==> src/rtl/mem_arb_pkg.sv <==
// Shared definitions for the unified-memory arbiter: port indices, port count
// and the access legality check (word alignment plus depth range).
package mem_arb_pkg;

  localparam int NPORT = 3;

  localparam logic [1:0] PORT_IF  = 2'd0;
  localparam logic [1:0] PORT_LS  = 2'd1;
  localparam logic [1:0] PORT_DBG = 2'd2;

  // An access is legal when the byte address is even and its word index
  // (address shifted right by one) lies inside the memory depth.
  function automatic logic addr_legal(input logic [31:0] addr, input logic [31:0] depth);
    logic aligned;
    logic in_range;
    aligned  = (addr[0] == 1'b0);
    in_range = ((addr >> 1) < depth);
    return aligned && in_range;
  endfunction

endpackage

==> src/rtl/rr_arb3.sv <==
// Three-way round-robin arbiter core. Purely combinational: the caller keeps
// the last-granted index and feeds it back in. The search starts at the port
// after the last winner and wraps around.
module rr_arb3
  import mem_arb_pkg::*;
(
  input  logic [2:0] req,
  input  logic [1:0] last,
  output logic [2:0] gnt,
  output logic [1:0] idx
);

  logic [1:0] first_s;
  logic [1:0] second_s;
  logic [1:0] third_s;

  // Build the search order from the last winner: last+1, last+2, last+3 (mod 3).
  always_comb begin
    first_s  = PORT_IF;
    second_s = PORT_LS;
    third_s  = PORT_DBG;
    case (last)
      PORT_IF: begin
        first_s  = PORT_LS;
        second_s = PORT_DBG;
        third_s  = PORT_IF;
      end
      PORT_LS: begin
        first_s  = PORT_DBG;
        second_s = PORT_IF;
        third_s  = PORT_LS;
      end
      default: begin
        first_s  = PORT_IF;
        second_s = PORT_LS;
        third_s  = PORT_DBG;
      end
    endcase
  end

  // Pick the first requesting port in search order and encode it one-hot.
  always_comb begin
    idx = 2'd0;
    gnt = 3'b000;
    if (req[first_s]) begin
      idx = first_s;
      gnt = 3'b001 << first_s;
    end else if (req[second_s]) begin
      idx = second_s;
      gnt = 3'b001 << second_s;
    end else if (req[third_s]) begin
      idx = third_s;
      gnt = 3'b001 << third_s;
    end else begin
      idx = 2'd0;
      gnt = 3'b000;
    end
  end

endmodule

==> src/rtl/mem_arbiter.sv <==
// Arbiter for the single-port 64x16 unified memory shared by instruction
// fetch, load/store and debug/loader. One access per cycle, round-robin
// winner, responses (rvalid/wack/err/rdata) registered one cycle later.
// Misaligned or out-of-range accesses are granted but never reach memory.
module mem_arbiter
  import mem_arb_pkg::*;
#(
  parameter int AW    = 16,
  parameter int DW    = 16,
  parameter int DEPTH = 64
) (
  input  logic            clk,
  input  logic            rst_n,
  input  logic [2:0]      req,
  input  logic [2:0]      we,
  input  logic [3*AW-1:0] addr,
  input  logic [3*DW-1:0] wdata,
  output logic [2:0]      gnt,
  output logic [2:0]      rvalid,
  output logic [DW-1:0]   rdata,
  output logic            err,
  output logic [2:0]      wack,
  output logic            mem_we,
  output logic [AW-1:0]   mem_a,
  output logic [DW-1:0]   mem_wd,
  input  logic [DW-1:0]   mem_rd
);

  logic [1:0]    last_q,   last_d;
  logic [2:0]    rvalid_q, rvalid_d;
  logic [2:0]    wack_q,   wack_d;
  logic          err_q,    err_d;
  logic [DW-1:0] rdata_q,  rdata_d;

  logic [2:0]    gnt_raw_s;
  logic [1:0]    idx_s;
  logic [2:0]    gnt_s;
  logic          win_valid_s;
  logic          win_we_s;
  logic          win_legal_s;
  logic [AW-1:0] win_addr_s;
  logic [DW-1:0] win_wdata_s;

  rr_arb3 u_rr_arb3 (
    .req  (req),
    .last (last_q),
    .gnt  (gnt_raw_s),
    .idx  (idx_s)
  );

  // Suppress any grant while reset is held so no memory access can leak out.
  always_comb begin
    if (rst_n) begin
      gnt_s = gnt_raw_s;
    end else begin
      gnt_s = 3'b000;
    end
    win_valid_s = |gnt_s;
  end

  // Select the winning requester's command fields.
  always_comb begin
    win_we_s    = 1'b0;
    win_addr_s  = '0;
    win_wdata_s = '0;
    case (idx_s)
      PORT_IF: begin
        win_we_s    = we[0];
        win_addr_s  = addr[0*AW +: AW];
        win_wdata_s = wdata[0*DW +: DW];
      end
      PORT_LS: begin
        win_we_s    = we[1];
        win_addr_s  = addr[1*AW +: AW];
        win_wdata_s = wdata[1*DW +: DW];
      end
      PORT_DBG: begin
        win_we_s    = we[2];
        win_addr_s  = addr[2*AW +: AW];
        win_wdata_s = wdata[2*DW +: DW];
      end
      default: begin
        win_we_s    = 1'b0;
        win_addr_s  = '0;
        win_wdata_s = '0;
      end
    endcase
    win_legal_s = addr_legal(32'(win_addr_s), 32'(DEPTH));
  end

  // Memory-side drive: only a granted, legal write may assert mem_we.
  always_comb begin
    gnt = gnt_s;
    if (win_valid_s) begin
      mem_we = win_we_s & win_legal_s;
      mem_a  = win_addr_s;
      mem_wd = win_wdata_s;
    end else begin
      mem_we = 1'b0;
      mem_a  = '0;
      mem_wd = '0;
    end
  end

  // Next-state for the pointer and the one-cycle response pulses.
  always_comb begin
    last_d   = last_q;
    rvalid_d = 3'b000;
    wack_d   = 3'b000;
    err_d    = 1'b0;
    rdata_d  = rdata_q;
    if (win_valid_s) begin
      last_d = idx_s;
      err_d  = ~win_legal_s;
      if (win_we_s) begin
        wack_d = gnt_s;
      end else begin
        rvalid_d = gnt_s;
        if (win_legal_s) begin
          rdata_d = mem_rd;
        end else begin
          rdata_d = '0;
        end
      end
    end else begin
      last_d = last_q;
    end
  end

  // State registers; reset drops any response still in flight.
  always_ff @(posedge clk or negedge rst_n) begin
    if (!rst_n) begin
      last_q   <= PORT_DBG;
      rvalid_q <= 3'b000;
      wack_q   <= 3'b000;
      err_q    <= 1'b0;
      rdata_q  <= '0;
    end else begin
      last_q   <= last_d;
      rvalid_q <= rvalid_d;
      wack_q   <= wack_d;
      err_q    <= err_d;
      rdata_q  <= rdata_d;
    end
  end

  // Registered response outputs.
  always_comb begin
    rvalid = rvalid_q;
    wack   = wack_q;
    err    = err_q;
    rdata  = rdata_q;
  end

endmodule

==> config.mk <==
export PLATFORM = sky130hd
export DESIGN_NAME = mem_arbiter
export DESIGN_NICKNAME = d
export VERILOG_FILES = /design/src/rtl/mem_arb_pkg.sv /design/src/rtl/rr_arb3.sv /design/src/rtl/mem_arbiter.sv
export SDC_FILE = /design/constraint.sdc
export NUM_CORES = 1
export LEC_CHECK = 0
export BUFFER_PORTS_ARGS = -buffer_cell sky130_fd_sc_hd__buf_4
export CORE_MARGIN = 5
export CORE_UTILIZATION = 31
export DETAILED_ROUTE_END_ITERATION = 7
export GPL_TIMING_DRIVEN = 0
export PLACE_DENSITY_LB_ADDON = 0.05
export SLEW_MARGIN = 20
export SYNTH_ARGS = -nofsm -noshare
export SYNTH_HDL_FRONTEND = slang
export SYNTH_SLANG_ARGS = --single-unit
==> constraint.sdc <==
create_clock -name clk -period 2.4 [get_ports clk]
set_input_delay 0.12 -clock clk [delete_from_list [all_inputs] [get_ports clk]]
set_output_delay 0.12 -clock clk [all_outputs]
set_load 0.1 [all_outputs]
==> summary.txt, run 1 <==
Global route
  – Global-route wire length before repair: about 12 mm
  – Initial antenna violation count: 0
  – Remaining global-route overflow: 0
  – GRT Resource Usage Total: a little under a quarter
  – Pin count of the biggest net entering global routing: 25
  – Number of global-route vias before repair: 2475

Critical path
  – Depth of the critical timing path with buffers and inverters included: 8
  – Worst stage delay on the critical path: around 590 ps
  – Launching element type of the critical path: register
  – Worst flop-to-flop path endpoint: rdata[2]$_DFFE_PN0P_
  – Worst-path fanout max: 7
  – Critical path's slowest cell: sky130_fd_sc_hd__dfstp_2
  – Arr. time, crit path: between 2000 and 3000 ps
  – List of cells traversed by the critical path: nor2b_2, a22o_4, clkbuf_16, a222oi_1, nand4_1, nor3_2, nor3b_4, buf_12
  – Kind of cell adding the most delay to the critical path: simple AND/OR/NAND/NOR gates
  – Worst R2R Path Depth: 9
  – Reg-to-Reg Start: last_q[1]$_DFFE_PN1P_
  – Minimum setup slack among reg-to-reg paths: -260 ps
  – Count of buffering cells on the critical path with inverters included: 2
  – Critical path type: reg -> out
  – Data required time of the worst path: ~2300 ps
  – Crit end category: primary output

Place
  – Number of input and output port buffers inserted: about 180
  – GP Congestion: a little under 0.8
  – Placed wire-length estimate: just over 6 mm
  – Worst setup slack before clock tree synthesis: -733.7 ps

STA
  – Setup repair after global routing missed its margin: true
  – Setup TNS: -4249 ps
  – Max-Slew Margin vs Limit: about a third
  – Worst setup slack after layout: -407.6 ps
  – Tightest hold margin: -30.04 ps
  – Worst Max-Slew Pin Slew: approximately 1000 ps
  – Clk_skew: 11.28 ps
  – Post-layout min period: about 2800 ps
  – Final setup vio count: 18
  – Endpoints failing hold: 24
  – Final worst-path cycle share: 117.0%
  – Upper clock frequency limit: about 0.36 GHz
  – Number of slew-limit violations in the final report: 0

CTS
  – TritonCTS clock tree: built
  – Clk Tree Root Cell: sky130_fd_sc_hd__clkbuf_8
  – Total clock buffers created by CTS: 3
  – Clock sink count: 25
  – H-tree levels: 1
  – Number of buffers between clock root and the deepest sink: 2
  – Clock transition time at the flip-flop clock pins of the worst setup and hold paths: roughly 90 ps
  – Clock latency at the later pin of the worst-skew pair: about 270 ps

Logic synthesis
  – Post-synthesis area per instance: just under 9 sq um
  – Most used standard cell by instance count after synthesis: sky130_fd_sc_hd__nand2_1
  – Number of synthesized flops with an enable pin: 0
  – List of most frequent post-synthesis cells: 26 x sky130_fd_sc_hd__nand2_1, 24 x sky130_fd_sc_hd__dfrtp_1, 23 x sky130_fd_sc_hd__a21oi_1, 22 x sky130_fd_sc_hd__a22oi_1, 19 x sky130_fd_sc_hd__a22o_1
  – Number of unique standard cell types used by synthesis: 30
  – Syn Nets: 301
  – Count of yosys warnings during synthesis: 0
  – Main flop type after synthesis: sky130_fd_sc_hd__dfrtp_1
  – Synthesized netlist cell count: between 150 and 200
  – Synth top area cells: sky130_fd_sc_hd__dfrtp_1 38%, sky130_fd_sc_hd__a22o_1 11%, sky130_fd_sc_hd__a22oi_1 10%
  – Cell type with the largest total area after synthesis: sky130_fd_sc_hd__dfrtp_1
  – Area share of the largest cell type after synthesis: 38.00%
  – Share of synthesized flip-flops with an asynchronous set or reset: between 90% and 100%
  – Sequential cell area fraction in the yosys report: around two fifths
  – Register bit count reported by yosys: 25
  – Post-synthesis instance area: roughly 1600 sq um

Pwr
  – Overall power after layout: ~0.0021 W
  – P_leak: ~1.8 nW
  – Worst voltage drop across the vdd grid: ~0.36 mV
  – Power density over the cells: approximately 550 nW/um^2

Cells and area
  – # diodes: 0
  – Area overhead of the layout relative to synthesis: 137.1%
  – Fraction of layout instances using a drive strength above 1: between 60% and 70%
  – Final nets: 504
  – Fill cells: 380
  – Core utilization of the finished layout: between 70% and 80%

Routing
  – Avg Vias per Cell: roughly 5.1
  – Residual antenna-violating net count after detailed routing: 0
  – Violation count after the first detailed-routing iteration: slightly above 90
  – Wire length reported by the detailed router: roughly 7.9 mm
  – Router iterations before antenna repair: 4
  – Count of vias placed by the detailed router: 2325
  – Number of DRC violations after detailed routing: 0
  – Wire length per cell after detailed routing: 17.42 microns

Status
  – Run status: finished with violations
  – Violated checks: hold timing, setup timing

Die
  – Top-Level Pins: 179
  – Number of rows created at floorplan: 26
  – Overall die height: approximately 80 microns
  – Die extent in x: between 80 and 90 microns
  – Area of the die: 6625 sq um
  – Effective utilization at floorplan: between 30% and 40%
  – Placeable core region: between 5000 and 6000 sq um

Run
  – Max-cap violation count: 0

Min path
  – Kind of path behind the tightest hold check: in -> async
-- layout make-up --
type	instances	area (sq um)	area share [%]
timing repair buffer	199	1602	42.75
multi-input combinational	138	1242	33.17
sequential	25	626.9	16.73
buffer	14	127.6	3.407
tap	70	87.58	2.338
clock buffer	3	41.29	1.102
inverter	3	11.26	0.3006
clock inverter	1	7.507	0.2004
-- timing repair --
| action | in CTS | in global routing |
|---|---|---|
| gates cloned | 0 | 1 |
| buffers inserted | 16 | 3 |
| hold buffers | 2 | 0 |
| hold endpoints to repair | 24 | 0 |
| pin swaps | 21 | 14 |
| setup endpoints to repair | 38 | 39 |
| gates resized for setup | 63 | 17 |
-- power breakdown --
group | leakage (nW) | internal (W) | switching [W] | total [W]
Sequential | 0.340 | 0.000438 | 0.0000114 | 0.000450
Clock | 0.0217 | 0.000117 | 0.000128 | 0.000246
Combinational | 1.46 | 0.000486 | 0.000890 | 0.00138
Total | 1.82 | 0.00104 | 0.00103 | 0.00207
-- worst reg2reg max path, delay by kind of cell (launching register included) --
family          cells  cell delay, ps
compound gates      3             800
simple gates        3             650
buf+inv             3             570
flops               1             590
-- per-layer routing --
| metal | GRT usage, % | up-vias | share of wire, % |
|---|---|---|---|
| met2 | 43.40 | 111 | 55 |
| met4 | 6.588 | 0 | 2.3 |
| met5 | 0 | - | 0 |
| li1 | - | 1093 | - |
| met1 | 23.13 | 1107 | 33 |
| met3 | 6.652 | 14 | 9.8 |
-- worst max-delay path by stage --
| stage | from | endpoint | slack, ps |
|---|---|---|---|
| after floorplan | last_q[1]$_DFFE_PN1P_ | mem_we | -390 |
| after global routing | last_q[1]$_DFFE_PN1P_ | mem_we | -550 |
| after CTS | last_q[1]$_DFFE_PN1P_ | mem_we | -370 |
| final | last_q[1]$_DFFE_PN1P_ | mem_we | -410 |
| after global placement | last_q[1]$_DFFE_PN1P_ | rdata[11]$_DFFE_PN0P_ | -710 |
| after detailed placement | last_q[1]$_DFFE_PN1P_ | rdata[14]$_DFFE_PN0P_ | -730 |
-- stage by stage --
stage               area (sq um)  instances
floorplan                   1838        181
global placement            3262        429
detailed placement          3263        429
CTS                         3687        450
global route                3746        453
finish                      3746        453
-- sequential cells by signal, summed over array words and instances, names as in the netlist --
register,flops
err,1
wack,3
rdata,16
last_q,2
rvalid,3
-- cells in the final DEF, fill, tap and decap left out, types with 2 or more instances in the layout --
cell type | synthesis | layout
sky130_fd_sc_hd__a21oi_4 | 0 | 20
sky130_fd_sc_hd__a21o_1 | 2 | 2
sky130_fd_sc_hd__a22oi_1 | 22 | 2
sky130_fd_sc_hd__dfrtp_1 | 24 | 24
sky130_fd_sc_hd__a22oi_2 | 0 | 20
sky130_fd_sc_hd__buf_8 | 0 | 2
sky130_fd_sc_hd__a222oi_1 | 9 | 9
sky130_fd_sc_hd__nand4_1 | 2 | 2
sky130_fd_sc_hd__nand2_1 | 26 | 26
sky130_fd_sc_hd__buf_12 | 0 | 2
sky130_fd_sc_hd__buf_6 | 2 | 21
sky130_fd_sc_hd__buf_4 | 0 | 176
sky130_fd_sc_hd__and2_1 | 6 | 5
sky130_fd_sc_hd__nor2_1 | 13 | 12
sky130_fd_sc_hd__a21oi_2 | 0 | 2
sky130_fd_sc_hd__clkbuf_2 | 0 | 2
sky130_fd_sc_hd__clkbuf_8 | 0 | 4
sky130_fd_sc_hd__clkbuf_4 | 0 | 4
sky130_fd_sc_hd__a22o_1 | 19 | 18
sky130_fd_sc_hd__inv_1 | 3 | 3
sky130_fd_sc_hd__clkbuf_1 | 12 | 2
-- cells by family (layout without fill, tap and decap cells) --
kind of cell	after synthesis	in the layout	synth area share, %
AO/OA/AOI/OAI	81	81	37.37
AND/OR/NAND/NOR	57	57	17.66
flip-flops	25	25	39.67
buffers and inverters	18	220	5.304
Power figures use the tool's default switching activity.
==> run 2: changes to the inputs <==
Settings changed: ABC_AREA from default to 1, CORE_UTILIZATION 31 to 36.
==> run 2 against run 1 <==
The run ends with setup timing left. Sequential share of layout area down 5.0 points. Register-to-register slack improved by 170 ps. Routed wire length increased by 66%. Fmax increased by 1.7%. Worst hold slack gained 210 ps. Critical path type unchanged.
==> summary.txt, run 2 <==
Logic synthesis
  – Cell type with the largest total area after synthesis: sky130_fd_sc_hd__dfrtp_1
  – Adder-cell area share of the yosys netlist: 0%
  – Syn Nets: 460
  – Fraction of synthesized area in multiplexers: 0%
  – Count of yosys warnings during synthesis: 0
  – Xor and xnor fraction of the mapped netlist area: 0%
  – Synth top area cells: sky130_fd_sc_hd__dfrtp_1 28%, sky130_fd_sc_hd__nand2_1 23%, sky130_fd_sc_hd__a31oi_1 7.2%
  – Number of unique standard cell types used by synthesis: 28
  – List of most frequent post-synthesis cells: 131 x sky130_fd_sc_hd__nand2_1, 35 x sky130_fd_sc_hd__nor2_1, 33 x sky130_fd_sc_hd__inv_1, 25 x sky130_fd_sc_hd__a31oi_1, 24 x sky130_fd_sc_hd__dfrtp_1
  – Synthesized-area fraction occupied by ao, oa, aoi and oai cells: between 10 and 15%
  – Largest family of logic cells by synthesized area: simple AND/OR/NAND/NOR gates
  – Main flop type after synthesis: sky130_fd_sc_hd__dfrtp_1
  – Simple-gate share of the synthesized area: 49.03%
  – Register bit count reported by yosys: 25
  – Post-synthesis area per instance: roughly 6.4 sq um
  – Share of synthesized flip-flops with an asynchronous set or reset: between 90% and 100%
  – Synthesized netlist cell count: 340
  – Post-synthesis instance area: between 2000 and 2500 sq um
  – Most used standard cell by instance count after synthesis: sky130_fd_sc_hd__nand2_1
  – Sequential cell area fraction in the yosys report: 28.73%
  – Number of synthesized flops with an enable pin: 0
  – Area share of the largest cell type after synthesis: 27.52%

Cells and area
  – Area overhead of the layout relative to synthesis: 144.5%
  – Fraction of layout instances using a drive strength above 1: 63.32%
  – Final cell area excluding filler cells: ~5300 sq um
  – Final nets: 688
  – # diodes: 0
  – Most frequent cells in the layout: 175 x sky130_fd_sc_hd__buf_4, 120 x sky130_fd_sc_hd__nand2_1, 38 x sky130_fd_sc_hd__buf_12, 28 x sky130_fd_sc_hd__inv_1, 25 x sky130_fd_sc_hd__a31oi_4
  – Leading cell type in the layout, fill and taps excluded: sky130_fd_sc_hd__buf_4
  – Flip-flop count of the largest register, all copies and words added: 16

STA
  – Upper clock frequency limit: around 0.36 GHz
  – Worst Max-Slew Pin Slew: approximately 540 ps
  – Max-Slew Margin vs Limit: between 60% and 70%
  – Worst setup slack after layout: -360.2 ps
  – Setup TNS: -9051 ps
  – Clk_skew: between 4 and 5 ps
  – Endpoints failing hold: 0
  – Setup repair after global routing missed its margin: true
  – Post-layout min period: roughly 2800 ps
  – Final worst-path cycle share: 115.0%
  – Final setup vio count: 50
  – Number of slew-limit violations in the final report: 0

Place
  – Number of input and output port buffers inserted: roughly 180
  – Cell area after placement: ~3800 sq um
  – GP Congestion: ~0.84
  – Placed wire-length estimate: roughly 7.2 mm
  – Worst setup slack before clock tree synthesis: -203.6 ps

Status
  – Run status: finished with violations
  – Violated checks: setup timing

Die
  – Top-Level Pins: 179
  – Overall die height: just under 90 microns
  – Placeable core region: approximately 5900 sq um
  – Die extent in x: 87.86 microns
  – Area of the die: 7719 sq um
  – Effective utilization at floorplan: 36.86%
  – Number of rows created at floorplan: 28

Routing
  – Residual antenna-violating net count after detailed routing: 0
  – DR WL met2: 6.870 mm
  – Detailed-routing wirelength on met1: approximately 4.5 mm
  – Router iterations before antenna repair: 4
  – Avg Vias per Cell: 5.391
  – Uppermost layer routed: met4
  – Number of DRC violations after detailed routing: 0
  – Count of vias placed by the detailed router: about 3.5k
  – Violation count after the first detailed-routing iteration: about 220
  – Routed wl met3: approximately 1.1 mm
  – Wire length per cell after detailed routing: 20.45 microns
  – Wire length reported by the detailed router: ~13 mm

Critical path
  – Arr. time, crit path: 2640 ps
  – Count of buffering cells on the critical path with inverters included: 5
  – Worst-path fanout max: 5
  – Crit end category: primary output
  – Worst stage delay on the critical path: roughly 640 ps
  – Cell with the most instances on the worst path: sky130_fd_sc_hd__nand2_4
  – Critical path's slowest cell: sky130_fd_sc_hd__dfstp_2
  – Data required time of the worst path: 2280 ps
  – Kind of cell adding the most delay to the critical path: simple AND/OR/NAND/NOR gates
  – Launching element type of the critical path: register
  – Critical path type: reg -> out
  – List of cells traversed by the critical path: nor2_4, nand2_2, buf_6, nand2_2, nand2_4, inv_6, buf_4, nand2_1, nand2_4, nor2_4, nand2_4, nor2_8, buf_8, nand2_4, nor2_4, buf_12

Global route
  – Number of global-route vias before repair: about 3.3k
  – Remaining global-route overflow: 0
  – Pin count of the biggest net entering global routing: 25
  – Initial antenna violation count: 0
  – Global-route wire length before repair: around 16 mm
  – GRT Resource Usage Total: 25.77%

Min path
  – Kind of path behind the tightest hold check: in -> reg

CTS
  – TritonCTS clock tree: built
  – Clock latency at the later pin of the worst-skew pair: approximately 270 ps
  – Total clock buffers created by CTS: 3
  – Clock transition time at the flip-flop clock pins of the worst setup and hold paths: 90 ps
  – Clk Tree Root Cell: sky130_fd_sc_hd__clkbuf_8
  – H-tree levels: 1
  – Number of buffers between clock root and the deepest sink: 2
  – Clock sink count: 25

Run
  – Max-cap violation count: 0
run 2: cell types whose count changed after synthesis, sizes merged, moves of 5 or more:
| cell | before | now |
|---|---|---|
| a22o | 19 | 0 |
| clkbuf | 12 | 7 |
| nand3 | 0 | 30 |
| nand2 | 27 | 149 |
| a222oi | 9 | 0 |
| a21oi | 23 | 6 |
| buf | 3 | 8 |
| and2 | 6 | 0 |
| nor2 | 13 | 43 |
| o21ai | 2 | 7 |
| inv | 3 | 38 |
| a22oi | 22 | 0 |
| a31oi | 0 | 25 |
run 2: cell type report:
class | count | area [sq um]
Tap cell | 75 | 93.84
Clock inverter | 1 | 5.005
Inverter | 38 | 168.9
Buffer | 14 | 195.2
Fill cell | 269 | 585.6
Clock buffer | 3 | 41.29
Timing Repair Buffer | 224 | 2208
Multi-Input combinational cell | 262 | 1996
Sequential cell | 25 | 626.9
run 2: logic make-up (layout without fill, tap and decap cells):
kind of cell / Yosys count / count (layout)
AO/OA/AOI/OAI: 38 / 38
buffers and inverters: 53 / 280
flip-flops: 25 / 25
AND/OR/NAND/NOR: 224 / 224
run 2: timing repair:
item	CTS	global route
gates resized for setup	165	94
hold buffers	2	0
buffers inserted	25	16
pin swaps	10	24
hold endpoints to repair	24	0
cloned	1	5
setup endpoints to repair	33	48
run 2: per-layer routing:
layer / GRT usage (%) / vias to the layer above
li1: - / 1530
met1: 29.02 / 1660
met2: 46.58 / 218
met3: 6.961 / 53
met4: 8.926 / 0
met5: 0 / -
run 2: worst paths after layout:
kind / start / endpoint / slack [ps] / cells past startpoint
setup / recovery: last_q[1]$_DFFE_PN1P_ / mem_we / -360 / 16
hold reg to reg: rdata[11]$_DFFE_PN0P_ / rdata[11]$_DFFE_PN0P_ / 490 / 2
setup reg to reg: last_q[1]$_DFFE_PN1P_ / rdata[7]$_DFFE_PN0P_ / -90 / 17
max in group asynchronous: rst_n / wack[1]$_DFF_PN0_ / 1460 / 3
min in group asynchronous: rst_n / last_q[1]$_DFFE_PN1P_ / 400 / 2
hold / removal: mem_rd[0] / rdata[0]$_DFFE_PN0P_ / 170 / 5
run 2: worst reg2reg max path, cell delays in order, from the launching register on:
cell,delay [ps]
sky130_fd_sc_hd__dfstp_2,640
sky130_fd_sc_hd__nor2_2,80
sky130_fd_sc_hd__nand2_2,110
sky130_fd_sc_hd__nand2_2,90
sky130_fd_sc_hd__nor2_4,130
sky130_fd_sc_hd__nand2_4,90
sky130_fd_sc_hd__nand2_8,120
sky130_fd_sc_hd__clkinv_8,100
sky130_fd_sc_hd__buf_4,150
sky130_fd_sc_hd__buf_6,130
sky130_fd_sc_hd__nand2_1,70
sky130_fd_sc_hd__nand2_1,80
sky130_fd_sc_hd__inv_2,80
sky130_fd_sc_hd__nand3_4,140
sky130_fd_sc_hd__clkbuf_16,210
sky130_fd_sc_hd__nor2_4,90
sky130_fd_sc_hd__nand3_2,80
sky130_fd_sc_hd__nand2_2,60
run 2: per-stage QoR:
stage               std cells  util, %  hold WS [ps]
global route              642    90.11         193.5
floorplan                 340        -        -175.6
detailed placement        593    64.05         52.15
global placement          593    64.05         53.64
finish                    642    90.11         175.0
CTS                       625    81.99         162.0
Power of run 2 is not shown: default switching activity piles up to over one toggle a cycle in this logic, so the estimate is an artifact.
